`src/rtl/bin_to_bcd_seq_if.sv`:
```
// Start/done handshake and result bundle for the sequential binary-to-BCD converter.
// The converter takes the slave modport; the requester takes the master modport.
interface bin_to_bcd_seq_if #(
    parameter int BIN_W  = 8,
    parameter int DIGITS = 3
);
    logic                  start;
    logic                  sign_mode;
    logic [BIN_W-1:0]      bin_in;
    logic                  busy;
    logic                  done;
    logic [4*DIGITS-1:0]   bcd_out;
    logic                  neg;
    logic                  overflow;
    logic [7*DIGITS-1:0]   seg_out;

    modport master (
        output start,
        output sign_mode,
        output bin_in,
        input  busy,
        input  done,
        input  bcd_out,
        input  neg,
        input  overflow,
        input  seg_out
    );

    modport slave (
        input  start,
        input  sign_mode,
        input  bin_in,
        output busy,
        output done,
        output bcd_out,
        output neg,
        output overflow,
        output seg_out
    );
endinterface

```
`src/rtl/bin_to_bcd_seq.sv`:
```
// Sequential double-dabble binary/two's-complement to BCD converter, one bit per clock,
// with active-low seven-segment patterns (leading-zero blanking, minus sign, overflow blank).
module bin_to_bcd_seq #(
    parameter int BIN_W  = 8,
    parameter int DIGITS = 3
) (
    input  logic            clk,
    input  logic            rst,
    bin_to_bcd_seq_if.slave bus
);
    localparam int BCD_W = 4 * DIGITS;
    localparam int CNT_W = $clog2(BIN_W + 1);

    typedef enum logic [1:0] {
        IDLE,
        SHIFT,
        FINISH
    } state_t;

    state_t             state_reg;
    logic [BIN_W-1:0]   mag_reg;
    logic [BCD_W-1:0]   work_reg;
    logic [CNT_W-1:0]   count_reg;
    logic               sign_reg;
    logic               ovf_acc_reg;
    logic               busy_reg;
    logic               done_reg;
    logic               neg_reg;
    logic               overflow_reg;
    logic [BCD_W-1:0]   bcd_reg;

    logic               in_neg;
    logic [BIN_W-1:0]   in_mag;
    logic [BCD_W-1:0]   work_adj;
    logic [BCD_W-1:0]   work_next;
    logic [BIN_W-1:0]   mag_next;
    logic               carry_out;

    // The most negative input negates to 2^(BIN_W-1), which still fits as unsigned.
    assign in_neg = bus.sign_mode & bus.bin_in[BIN_W-1];
    assign in_mag = in_neg ? (~bus.bin_in + BIN_W'(1)) : bus.bin_in;

    genvar gi;
    generate
        for (gi = 0; gi < DIGITS; gi++) begin : g_adjust
            logic [3:0] dig;
            assign dig = work_reg[4*gi +: 4];
            assign work_adj[4*gi +: 4] = (dig >= 4'd5) ? (dig + 4'd3) : dig;
        end
    endgenerate

    // A 1 leaving the top digit means the magnitude needs more digits than we have.
    assign carry_out = work_adj[BCD_W-1];
    assign work_next = {work_adj[BCD_W-2:0], mag_reg[BIN_W-1]};
    assign mag_next  = {mag_reg[BIN_W-2:0], 1'b0};

    always_ff @(posedge clk or posedge rst) begin
        if (rst) begin
            state_reg    <= IDLE;
            mag_reg      <= '0;
            work_reg     <= '0;
            count_reg    <= '0;
            sign_reg     <= 1'b0;
            ovf_acc_reg  <= 1'b0;
            busy_reg     <= 1'b0;
            done_reg     <= 1'b0;
            neg_reg      <= 1'b0;
            overflow_reg <= 1'b0;
            bcd_reg      <= '0;
        end else begin
            done_reg <= 1'b0;
            case (state_reg)
                IDLE: begin
                    if (bus.start) begin
                        mag_reg     <= in_mag;
                        sign_reg    <= in_neg;
                        work_reg    <= '0;
                        ovf_acc_reg <= 1'b0;
                        count_reg   <= CNT_W'(BIN_W);
                        busy_reg    <= 1'b1;
                        state_reg   <= SHIFT;
                    end
                end
                SHIFT: begin
                    work_reg  <= work_next;
                    mag_reg   <= mag_next;
                    if (carry_out) begin
                        ovf_acc_reg <= 1'b1;
                    end
                    count_reg <= count_reg - CNT_W'(1);
                    if (count_reg == CNT_W'(1)) begin
                        state_reg <= FINISH;
                    end
                end
                FINISH: begin
                    bcd_reg      <= work_reg;
                    neg_reg      <= sign_reg;
                    overflow_reg <= ovf_acc_reg;
                    done_reg     <= 1'b1;
                    busy_reg     <= 1'b0;
                    state_reg    <= IDLE;
                end
                default: begin
                    state_reg <= IDLE;
                end
            endcase
        end
    end

    assign bus.busy     = busy_reg;
    assign bus.done     = done_reg;
    assign bus.bcd_out  = bcd_reg;
    assign bus.neg      = neg_reg;
    assign bus.overflow = overflow_reg;

    function automatic logic [6:0] seg_decode(input logic [3:0] d);
        logic [6:0] p;
        case (d)
            4'd0:    p = 7'b0000001;
            4'd1:    p = 7'b1001111;
            4'd2:    p = 7'b0010010;
            4'd3:    p = 7'b0000110;
            4'd4:    p = 7'b1001100;
            4'd5:    p = 7'b0100100;
            4'd6:    p = 7'b0100000;
            4'd7:    p = 7'b0001111;
            4'd8:    p = 7'b0000000;
            4'd9:    p = 7'b0001100;
            default: p = 7'b1111111;
        endcase
        return p;
    endfunction

    // upper_zero[d] is set when digit d and every digit above it are zero.
    logic [DIGITS:0]     upper_zero;
    logic [7*DIGITS-1:0] seg_comb;

    always_comb begin
        upper_zero         = '0;
        upper_zero[DIGITS] = 1'b1;
        for (int d = DIGITS - 1; d >= 0; d--) begin
            upper_zero[d] = upper_zero[d+1] & (bcd_reg[4*d +: 4] == 4'd0);
        end
    end

    generate
        for (gi = 0; gi < DIGITS; gi++) begin : g_seg
            if (gi == 0) begin : g_ones
                assign seg_comb[6:0] = overflow_reg ? 7'b1111111 : seg_decode(bcd_reg[3:0]);
            end else begin : g_upper
                logic blank;
                logic minus;
                assign blank = upper_zero[gi];
                // Minus sits on the first blank digit right above the leading nonzero digit.
                assign minus = neg_reg & upper_zero[gi] & ~upper_zero[gi-1];
                assign seg_comb[7*gi +: 7] = overflow_reg ? 7'b1111111 :
                                             minus        ? 7'b1111110 :
                                             blank        ? 7'b1111111 :
                                             seg_decode(bcd_reg[4*gi +: 4]);
            end
        end
    endgenerate

    assign bus.seg_out = seg_comb;
endmodule

```
`src/flat_wrapper.sv`:
```
// flat-port wrapper written by rule: the top's interface ports become plain ports
module bin_to_bcd_seq_flat 
#(
    parameter int BIN_W  = 8,
    parameter int DIGITS = 3
)
  (clk, rst, bus_start, bus_sign_mode, bus_bin_in, bus_busy, bus_done, bus_bcd_out, bus_neg, bus_overflow, bus_seg_out);
  bin_to_bcd_seq_if #(.BIN_W(BIN_W), .DIGITS(DIGITS)) bus_i ();
  input  logic clk;
  input  logic rst;
  input wire logic [$bits(bus_i.start)-1:0] bus_start;
  input wire logic [$bits(bus_i.sign_mode)-1:0] bus_sign_mode;
  input wire logic [$bits(bus_i.bin_in)-1:0] bus_bin_in;
  output wire logic [$bits(bus_i.busy)-1:0] bus_busy;
  output wire logic [$bits(bus_i.done)-1:0] bus_done;
  output wire logic [$bits(bus_i.bcd_out)-1:0] bus_bcd_out;
  output wire logic [$bits(bus_i.neg)-1:0] bus_neg;
  output wire logic [$bits(bus_i.overflow)-1:0] bus_overflow;
  output wire logic [$bits(bus_i.seg_out)-1:0] bus_seg_out;
  assign bus_i.start = bus_start;
  assign bus_i.sign_mode = bus_sign_mode;
  assign bus_i.bin_in = bus_bin_in;
  assign bus_busy = bus_i.busy;
  assign bus_done = bus_i.done;
  assign bus_bcd_out = bus_i.bcd_out;
  assign bus_neg = bus_i.neg;
  assign bus_overflow = bus_i.overflow;
  assign bus_seg_out = bus_i.seg_out;
  bin_to_bcd_seq #(.BIN_W(BIN_W), .DIGITS(DIGITS)) u_core (.clk(clk), .rst(rst), .bus(bus_i));
endmodule
```
`config.mk`:
```
export PLATFORM = sky130hd
export DESIGN_NAME = bin_to_bcd_seq_flat
export DESIGN_NICKNAME = d
export VERILOG_FILES = /design/src/rtl/bin_to_bcd_seq_if.sv /design/src/rtl/bin_to_bcd_seq.sv /design/src/flat_wrapper.sv
export SDC_FILE = /design/constraint.sdc
export NUM_CORES = 1
export LEC_CHECK = 0
export ABC_AREA = 1
export BUFFER_PORTS_ARGS = -buffer_cell sky130_fd_sc_hd__buf_4
export CORE_ASPECT_RATIO = 1.25
export CORE_MARGIN = 4
export CORE_UTILIZATION = 51
export CTS_CLUSTER_SIZE = 40
export DETAILED_ROUTE_END_ITERATION = 8
export GPL_TIMING_DRIVEN = 0
export PLACE_DENSITY = 0.77
export SETUP_SLACK_MARGIN = 0.2
export SLEW_MARGIN = 10
export SYNTH_ARGS = -nofsm -noshare
export SYNTH_HDL_FRONTEND = slang
export SYNTH_SLANG_ARGS = --single-unit
```
`constraint.sdc`:
```
create_clock -name clk -period 1.4 [get_ports clk]
set_clock_uncertainty 0.15 [all_clocks]
set_input_delay 0.07 -clock clk [delete_from_list [all_inputs] [get_ports clk]]
set_output_delay 0.07 -clock clk [all_outputs]
set_load 0.05 [all_outputs]
```
==> results.md, run 1 <==
Synthesis:
- After synthesis, the largest family of logic cells by area is simple AND/OR/NAND/NOR gates.
- A synthesized cell averages 7.35 sq um.
- Of the total synthesized cell area, the portion taken by AND, OR, NAND and NOR gates is 28.7%.
- The warning count from the yosys run is 0.
- The count of different cell masters after synthesis is 26.
- For this run, asynchronously set or reset flops after synthesis account for 100%.
- The number of flops mapped to enable cells by yosys is 0.
- The net count after synthesis is 414.
- The xor and xnor area share after synthesis is 0.315%.
- Synthesis handed over a netlist of 378 instances.
- Of the total synthesized cell area, the portion taken by full adders, half adders and majority gates is 10.8%.
- The mux share of post-synthesis cell area is 0%.
- The sequential element share of the synthesized area is 39.7%.
- The cell area after synthesis is 2780 sq um.
- The compound-cell area share of the yosys netlist is 12.8%.
- The most common flop cell mapped by yosys is dfrtp_1.
- The total of flip-flops plus latches after synthesis is 44.

Floorplanning:
- In this run the vertical extent of the chip is 90.5 um.
- The row count is 29.
- 49 I/O pins were placed.
- The die width is 74.0 um.
- For this configuration, the core starts out at a cell density of 53.5%.

Placement:
- The post-DP HPWL is 4700 um.
- The global placer's final weighted congestion is 0.837.
- The number of I/O port buffers is 48.
- Summing all placed instances gives a cell area of 3530 sq um.

Global route:
- The pin count of the biggest net entering global routing is 45.

Clock tree:
- The clock net in this run drives a total of 44 sinks.
- The maximum root-to-sink buffer count is 2.
- The H-tree was split into 2 levels.
- The number of clock buffers inserted by TritonCTS is 5.
- The clock root buffer is clkbuf_8.

STA:
- The kind of pin the worst path terminates on is a top-level output.
- When the global-route repair_timing finished, the worst setup path ended at bus_seg_out[12].

Outcome:
- The tool reported: "[ERROR DPL-0038] Utilization greater than 100%, impossible to legalize".
- The run stopped with a tool error.
- The stage where the flow stopped is global routing (5_1_grt).
==> cell usage after synthesis (6+ instances only) <==
master | instances | area share [%]
inv_1 | 36 | 4.9
a21oi_1 | 12 | 2.2
o211ai_1 | 6 | 1.6
inv_2 | 11 | 1.5
nor2_1 | 20 | 2.7
o21ai_1 | 28 | 5.0
dfrtp_1 | 44 | 40
o21ai_0 | 10 | 1.8
ha_1 | 24 | 11
nand3_1 | 35 | 6.3
nand2_1 | 121 | 16
==> stage by stage <==
step | std cells | utilization [%] | hold WS [ns] | worst slack, ns | TNS [ns]
floorplan | 378 | - | -0.0763 | -0.284 | -4.64
global placement | 488 | 68.1 | 0.161 | -0.217 | -3.03
detailed placement | 488 | 68.1 | 0.163 | -0.227 | -3.42
CTS | 562 | 94.4 | -0.166 | -0.484 | -8.19
==> kinds of logic after synthesis <==
family,Yosys count
and+or+nand+nor,191
AOI/OAI and AO/OA,65
buffers and inverters,53
DFF,44
adders and majority gates,24
xor gates and xnor gates,1
==> what timing repair did <==
| item | CTS |
|---|---|
| pin swaps | 66 |
| hold buffers | 6 |
| endpoints found under the setup margin | 62 |
| gates cloned | 5 |
| endpoints found under the hold margin | 50 |
| buffers inserted | 55 |
| gates resized for setup | 195 |
==> inputs of run 2 (changes only) <==
--- a/config.mk
+++ b/config.mk
@@ -7,14 +7,11 @@
 export LEC_CHECK = 0
 export ABC_AREA = 1
 export BUFFER_PORTS_ARGS = -buffer_cell sky130_fd_sc_hd__buf_4
-export CORE_ASPECT_RATIO = 1.25
 export CORE_MARGIN = 4
-export CORE_UTILIZATION = 51
-export CTS_CLUSTER_SIZE = 40
+export CORE_UTILIZATION = 40
 export DETAILED_ROUTE_END_ITERATION = 8
 export GPL_TIMING_DRIVEN = 0
-export PLACE_DENSITY = 0.77
-export SETUP_SLACK_MARGIN = 0.2
+export PLACE_DENSITY_LB_ADDON = 0.15
 export SLEW_MARGIN = 10
 export SYNTH_ARGS = -nofsm -noshare
 export SYNTH_HDL_FRONTEND = slang
==> constraint.sdc (replaced) <==
create_clock -name clk -period 1.8 [get_ports clk]
set_clock_uncertainty 0.15 [all_clocks]
set_input_delay 0.09 -clock clk [delete_from_list [all_inputs] [get_ports clk]]
set_output_delay 0.09 -clock clk [all_outputs]
set_load 0.05 [all_outputs]
==> results.md, run 2 <==
Global route:
- The first global-routing pass estimated 11600 um of wire.
- The total overflow left after global routing is 0.
- The overall track demand over capacity in global routing is 16.6%.
- The pin count of the biggest net entering global routing is 26.
- The number of antenna violations at the first check in global routing is 0.
- The number of global-route vias before repair was 2561.

Routing:
- The antenna violation net count after detailed routing is 0.
- The violation count after the first detailed-routing iteration is 70.
- Summed over all nets, wire length on met3 after detailed routing comes to 269 um.
- The routed length per instance is 12.4 um.
- After detailed routing, the number of vias per cell comes to 4.99.
- The detailed router used layers up to and including met4.
- After detailed routing, the number of remaining DRC violations is 0.
- The first detailed-routing pass took 4 iterations.
- The met1 layer wirelength in the final routing is 3000 um.
- In the detailed route, the total length drawn on met2 is 3210 um.
- For this block, the routed nets add up to 6560 um of wire.
- Summing over every cut layer, the via total after detailed routing is 2646.

Layout:
- The area growth from synthesis to layout is 37.0%.
- The total number of nets in the final design is 485.
- Excluding fillers, the count of instances in the completed layout stands at 530.
- The most common cell after layout, fill and taps aside is nand2_1.
- The sequential cell area is 1110 sq um.
- In the layout the commonest cells are 110 x nand2_1, 37 x buf_4, 37 x dfrtp_1, 29 x inv_1, 28 x nand3_1.
- Cells with a size suffix above 1 make up 30.2% of the layout.
- The number of filler cells placed in the layout is 628.
- In the final layout, the multi-input gates occupy 1660 sq um.
- The share of the core filled with cells is 56.3%.
- The number of antenna diodes in the final layout is 0.

STA:
- The total negative setup slack is -0.539 ns.
- The final count of hold timing violations is 0.
- Setup repair after global routing could not meet its margin everywhere.
- The final critical path takes up 106% of the cycle.
- The number of setup violations in the final report is 8.
- For this run, the top clock speed supported by timing is 0.525 GHz.
- The transition time of the tightest slew-check pin is 0.438 ns.
- The minimum setup slack in the final design is -0.105 ns.
- Subtracting the final worst setup slack from the clock period gives 1.91 ns.
- Hold timing on the final database bottoms out at a slack of 0.0327 ns.
- In this run the tightest slew margin relative to its limit is 70.8%.
- The number of max-slew violations in the final report is 0.

Placement:
- The post-DP HPWL is 4750 um (+1.1%).
- The number of I/O port buffers came to 48 (unchanged).
- The number of placed instances with taps included is 507 (+3.9%).
- The global placer's final weighted congestion is 0.909 (+8.5%).

Floorplanning:
- The number of placed I/O pins is 49 (unchanged).
- The die width is 91.3 um (+23%).
- The row count is 30 (+3.4%).
- The overall die height is 91.3 um (+0.91%).
- The placeable core region is 6760 sq um.
- The effective utilization at floorplan is 41.1% (-12 points).
- The die area is 8340 sq um.

Setup path:
- The depth of the worst register-to-register path is 8.
- Among all stages on the critical path, the largest delay is contributed by dfrtp_2.
- The critical path in this run is classified as reg -> out.
- Counting stages on the worst path, the most repeated cell is buf_6.
- Walking the worst path, the cells encountered are buf_6, ha_4, or2_1, o211ai_1, a21oi_4, buf_6.
- At the worst endpoint, the arrival time is 1.67 ns.
- The kind of cell adding the most delay to the critical path is flip-flops.
- The required time at the endpoint of the critical path is 1.56 ns.
- STA classifies the critical path startpoint as a register.
- The critical path capture point type is an output port.
- The number of buffers and inverters on the critical path is 2.
- The maximum cell stage delay along the critical path is 0.45 ns.
- The critical path runs through a total of 6 cells.
- The maximum fanout along the worst path is 3.

Outcome:
- The final reports fail on setup timing.
- The run finished, with violations left.

Clock tree:
- The number of clock sinks is 44 (unchanged).
- The maximum root-to-sink buffer count was 2 (unchanged).
- The clock root buffer is clkbuf_8.
- The clock tree from TritonCTS is built.
- For the worst-skew pair, the clock arrives at the later sink with an insertion delay of 0.29 ns.
- The number of clock buffers inserted by TritonCTS is 5 (unchanged).
- The number of H-tree levels is 2 (unchanged).
- The clock-pin slew on the worst setup and hold paths is 0.09 ns.

Job:
- Across the run, the number of max-cap violations was 0.

Synthesis:
- By count the netlist is led by 121 x nand2_1, 44 x dfrtp_1, 36 x inv_1.
- In the post-synthesis netlist, the biggest area contributors are dfrtp_1 40%, nand2_1 16%, ha_1 11%.
- The area fraction of the dominant cell type after synthesis is 39.7% (unchanged).
- The number of flops mapped to enable cells by yosys is 0 (unchanged).
- The cell taking the most area after synthesis is dfrtp_1.
- The cell area after synthesis is 2780 sq um (unchanged).
- The net count after synthesis came to 414 (unchanged).
- The count of different cell masters after synthesis came to 26 (unchanged).
- The most common flop cell mapped by yosys is dfrtp_1.
- The number of instances in the synthesized netlist is 378 (unchanged).
- The total of flip-flops plus latches after synthesis was 44 (unchanged).
- Yosys instantiated no cell more often than nand2_1.
- The average cell area after synthesis is 7.35 sq um (unchanged).
- The async set-or-reset flop fraction in the synthesized netlist is 100% (unchanged).
- The warning count from the yosys run was 0 (unchanged).
- The sequential element share of the synthesized area is 39.7% (unchanged).

Min path:
- The min-delay analysis places its worst path in the category in -> reg.
- The worst hold path passes through 7 cells.
-- run 2: cell counts after synthesis --
No cell type changed its count.
-- run 2: cell type report --
type,instances,share of cell area [%]
repair buffers,64,15.7
clock buffers,6,2.17
inverters,47,4.83
clock inverters,2,1.02
well taps,80,2.63
plain buffers,6,0.987
multi-input cells,281,43.5
flip-flops and latches,44,29.2
-- run 2: logic make-up (layout without fill, tap and decap cells) --
| kind of cell | after synthesis | count (layout) | synth area share [%] |
|---|---|---|---|
| buf+inv | 53 | 125 | 7.71 |
| simple gates | 191 | 191 | 28.7 |
| xor+xnor | 1 | 1 | 0.316 |
| compound gates | 65 | 65 | 12.8 |
| fa+ha+maj | 24 | 24 | 10.8 |
| flops | 44 | 44 | 39.7 |
-- run 2: final timing paths --
check	slack (ns)	startpoint	to
worst min register to register	0.34	u_core.bus.busy$_DFFE_PP0P_	u_core.bus.busy$_DFFE_PP0P_
worst min-delay path	0.03	bus_bin_in[7]	u_core.mag_reg[7]$_DFFE_PP0P_
max in group asynchronous	0.81	rst	u_core.mag_reg[0]$_DFFE_PP0P_
min in group asynchronous	0.20	rst	u_core.bus.done$_DFF_PP0_
worst max register to register	0.29	u_core.work_reg[4]$_DFFE_PP0P_	u_core.work_reg[6]$_DFFE_PP0P_
worst max-delay path	-0.11	u_core.bus.bcd_out[9]$_DFFE_PP0P_	bus_seg_out[14]
-- run 2: metal layers --
metal / vias to the layer above / GRT usage, %
met5: - / 0
met4: 0 / 4.27
met3: 7 / 2.40
met2: 59 / 29.3
met1: 1214 / 21.1
li1: 1366 / -
-- run 2: timing repair --
item / CTS / global route
hold buffers: 7 / 0
setup endpoints to repair: 20 / 21
endpoints found under the hold margin: 25 / 0
pin swaps: 10 / 2
buffers inserted: 7 / 1
resized for setup: 57 / 13
-- run 2: worst reg2reg max path, delay by kind of cell, from the launching register on --
kind / cells / cell delay, ns
flip-flops: 1 / 0.49
AO/OA/AOI/OAI: 1 / 0.05
buffers and inverters: 2 / 0.14
adder cells (fa/ha/maj): 1 / 0.20
AND/OR/NAND/NOR: 4 / 0.36
-- run 2: metrics by stage --
| stage | area (sq um) | setup WS (ns) |
|---|---|---|
| after floorplan | 2820 | -0.0998 |
| after global placement | 3280 | -0.240 |
| after detailed placement | 3300 | -0.0225 |
| after CTS | 3760 | -0.0851 |
| after global routing | 3800 | -0.168 |
| final | 3800 | -0.105 |
Power of run 2 is not shown: default switching activity piles up to over one toggle a cycle in this logic, so the estimate is an artifact.
==> inputs of run 3 (changes only) <==
--- a/config.mk
+++ b/config.mk
@@ -7,6 +7,8 @@
 export LEC_CHECK = 0
 export ABC_AREA = 1
 export BUFFER_PORTS_ARGS = -buffer_cell sky130_fd_sc_hd__buf_4
+export CELL_PAD_IN_SITES_DETAIL_PLACEMENT = 0
+export CELL_PAD_IN_SITES_GLOBAL_PLACEMENT = 1
 export CORE_MARGIN = 4
 export CORE_UTILIZATION = 40
 export DETAILED_ROUTE_END_ITERATION = 8
==> results.md, run 3 (same netlist as run 2, synthesis figures left out) <==
STA:
- The number of max-slew violations in the final report is 0 (unchanged).
- The transition time of the tightest slew-check pin came to 0.435 ns (-0.00319 ns).
- Setup repair after global routing could not meet its margin everywhere.
- The total negative setup slack came to -0.437 ns (+0.102 ns).
- The worst max-slew margin expressed relative to the limit is 71.0% (+0.26 points).
- The number of setup violations in the final report is 10 (+2).
- The final critical-path share of the clock period came to 104% (-1.4 points).
- The minimum setup slack in the final design is -0.0806 ns (+0.0247 ns).
- The minimum clock period came to 1.88 ns (-0.0247 ns).
- The highest clock frequency the design can meet is 0.532 GHz (+1.3%).
- The post-route worst hold slack is 0.0356 ns (+0.00294 ns).
- The final count of hold timing violations came to 0 (unchanged).

Outcome:
- The checks that failed: setup timing.
- The flow ran to the end, but the final reports show violations.

Routing:
- The total number of vias was 2676 (+1.1%).
- The violation count after the first detailed-routing iteration was 82 (+17%).
- The antenna violation net count after detailed routing was 0 (unchanged).
- The detailed-route wire length came to 6860 um (+4.6%).
- The number of remaining DRC errors is 0 (unchanged).
- The post-detailed-route via-to-cell ratio is 4.96 (-0.55%).
- The routed length per instance is 12.7 um (+2.9%).
- The first-pass iteration count of the detailed router is 4 (unchanged).

Floorplanning:
- The row count came to 30 (unchanged).
- The number of placed I/O pins came to 49 (unchanged).
- The die area is 8340 sq um (unchanged).
- The placeable core region is 6760 sq um (unchanged).
- The effective utilization at floorplan is 41.1% (unchanged).
- The die width is 91.3 um (unchanged).
- The overall die height is 91.3 um (unchanged).

Layout:
- The share of cells above drive strength 1 is 34.2% (+4.0 points).
- The post-layout instance count excluding filler cells was 539 (+1.7%).
- The area growth from synthesis to layout is 41.1%.
- The antenna diode count is 0 (unchanged).
- The total number of nets in the final design is 494 (+1.9%).
- The number of filler cells placed in the layout is 613 (-2.4%).
- The library cell used most frequently in the layout, excluding fill and tap cells, is nand2_1.
- In the layout the commonest cells are 107 x nand2_1, 43 x buf_4, 35 x dfrtp_1, 28 x inv_1, 27 x o21ai_1.

Clock tree:
- The number of H-tree levels is 2 (unchanged).
- The maximum root-to-sink buffer count came to 2 (unchanged).
- The clock tree from TritonCTS is built.
- The clock-pin slew on the worst setup and hold paths is 0.08 ns (about the same).
- The source-to-sink clock delay at the later pin of the worst-skew pair is 0.29 ns (about the same).
- The number of clock sinks is 44 (unchanged).
- The number of clock buffers inserted by TritonCTS is 5 (unchanged).
- The clock root buffer is clkbuf_8.

Setup path:
- The depth of the worst register-to-register path was 8 (unchanged).
- The required time at the endpoint of the critical path is 1.56 ns (about the same).
- The critical path capture point type is an output port.
- The maximum fanout along the worst path was 4 (+1).
- The setup slack of the worst register-to-register path is 0.26 ns (-0.03 ns).
- The critical path arrival is 1.64 ns (-0.03 ns).
- The startpoint class of the critical path is a register.
- By startpoint and endpoint, the worst setup path is classified as reg -> out.

Placement:
- The number of I/O port buffers is 48 (unchanged).
- The number of placed instances with taps included was 507 (unchanged).
- The global placer's final weighted congestion was 0.857 (-5.7%).
- The post-DP HPWL is 4940 um (+3.9%).

Min path:
- The cell count of the worst hold path is 7 (unchanged).
- The tightest min-delay check is of the in -> reg type.

Global route:
- The final global-route overflow total is 0 (unchanged).
- The pin count of the biggest net entering global routing is 27 (+3.8%).
- The number of antenna violations at the first check in global routing is 0 (unchanged).
- The overall track demand over capacity in global routing is 16.6% (about the same).
- The number of global-route vias before repair is 2534 (-1.1%).
- The wire length of the first global-routing pass is 11500 um (-0.41%).

Job:
- The count of maximum capacitance violations is 0 (unchanged).
-- run 3: final cells by class --
| cell class | count | area, sq um | area share [%] |
|---|---|---|---|
| well taps | 80 | 100 | 2.56 |
| clock inverters | 2 | 10.0 | 0.256 |
| multi-input cells | 281 | 1700 | 43.5 |
| repair buffers | 73 | 676 | 17.2 |
| inverters | 47 | 196 | 5.01 |
| clock buffers | 6 | 82.6 | 2.11 |
| plain buffers | 6 | 37.5 | 0.958 |
| flip-flops and latches | 44 | 1110 | 28.4 |
-- run 3: path summary, 6_finish.rpt --
| path | startpoint | endpoint |
|---|---|---|
| worst max-delay path | u_core.bus.bcd_out[8]$_DFFE_PP0P_ | bus_seg_out[13] |
| worst min-delay path | bus_bin_in[7] | u_core.mag_reg[7]$_DFFE_PP0P_ |
| worst max register to register | u_core.work_reg[0]$_DFFE_PP0P_ | u_core.work_reg[2]$_DFFE_PP0P_ |
| worst min register to register | u_core.count_reg[3]$_DFFE_PP0P_ | u_core.count_reg[3]$_DFFE_PP0P_ |
| max in group asynchronous | rst | u_core.work_reg[4]$_DFFE_PP0P_ |
| min in group asynchronous | rst | u_core.bus.bcd_out[9]$_DFFE_PP0P_ |
-- run 3: metrics by stage --
stage | setup WS (ns) | instance area (sq um) | utilization, %
3_5_place_dp | -0.0386 | 3300 | 48.9
5_1_grt | -0.141 | 3920 | 58.0
2_1_floorplan | -0.0998 | 2820 | -
6_report | -0.0806 | 3920 | 58.0
4_1_cts | -0.0784 | 3720 | 55.1
3_3_place_gp | -0.235 | 3280 | 48.6
-- run 3: repair_timing --
action	CTS	global route
setup buffers	7	10
hold buffers	7	0
pin swaps	8	16
gates cloned	0	0
hold endpoints to repair	37	0
resized for setup	58	35
endpoints found under the setup margin	21	21
-- run 3: layer usage --
metal	part of all wire [%]	up-vias	GRT usage, %
met5	0	-	0
met2	50	53	28.8
li1	-	1389	-
met3	4.6	7	3.31
met4	1.1	0	4.27
met1	44	1227	20.9
-- run 3: worst max-delay path, cell delays in order, from the launching register on --
cell and delay (ns):
dfrtp_2 0.41, inv_4 0.05, ha_4 0.16, nand3_4 0.11
inv_4 0.05, nand2_4 0.08, nand2_4 0.08, nor2_4 0.17
nand2_1 0.08, buf_6 0.16
Power of run 3 is left out for the same reason.
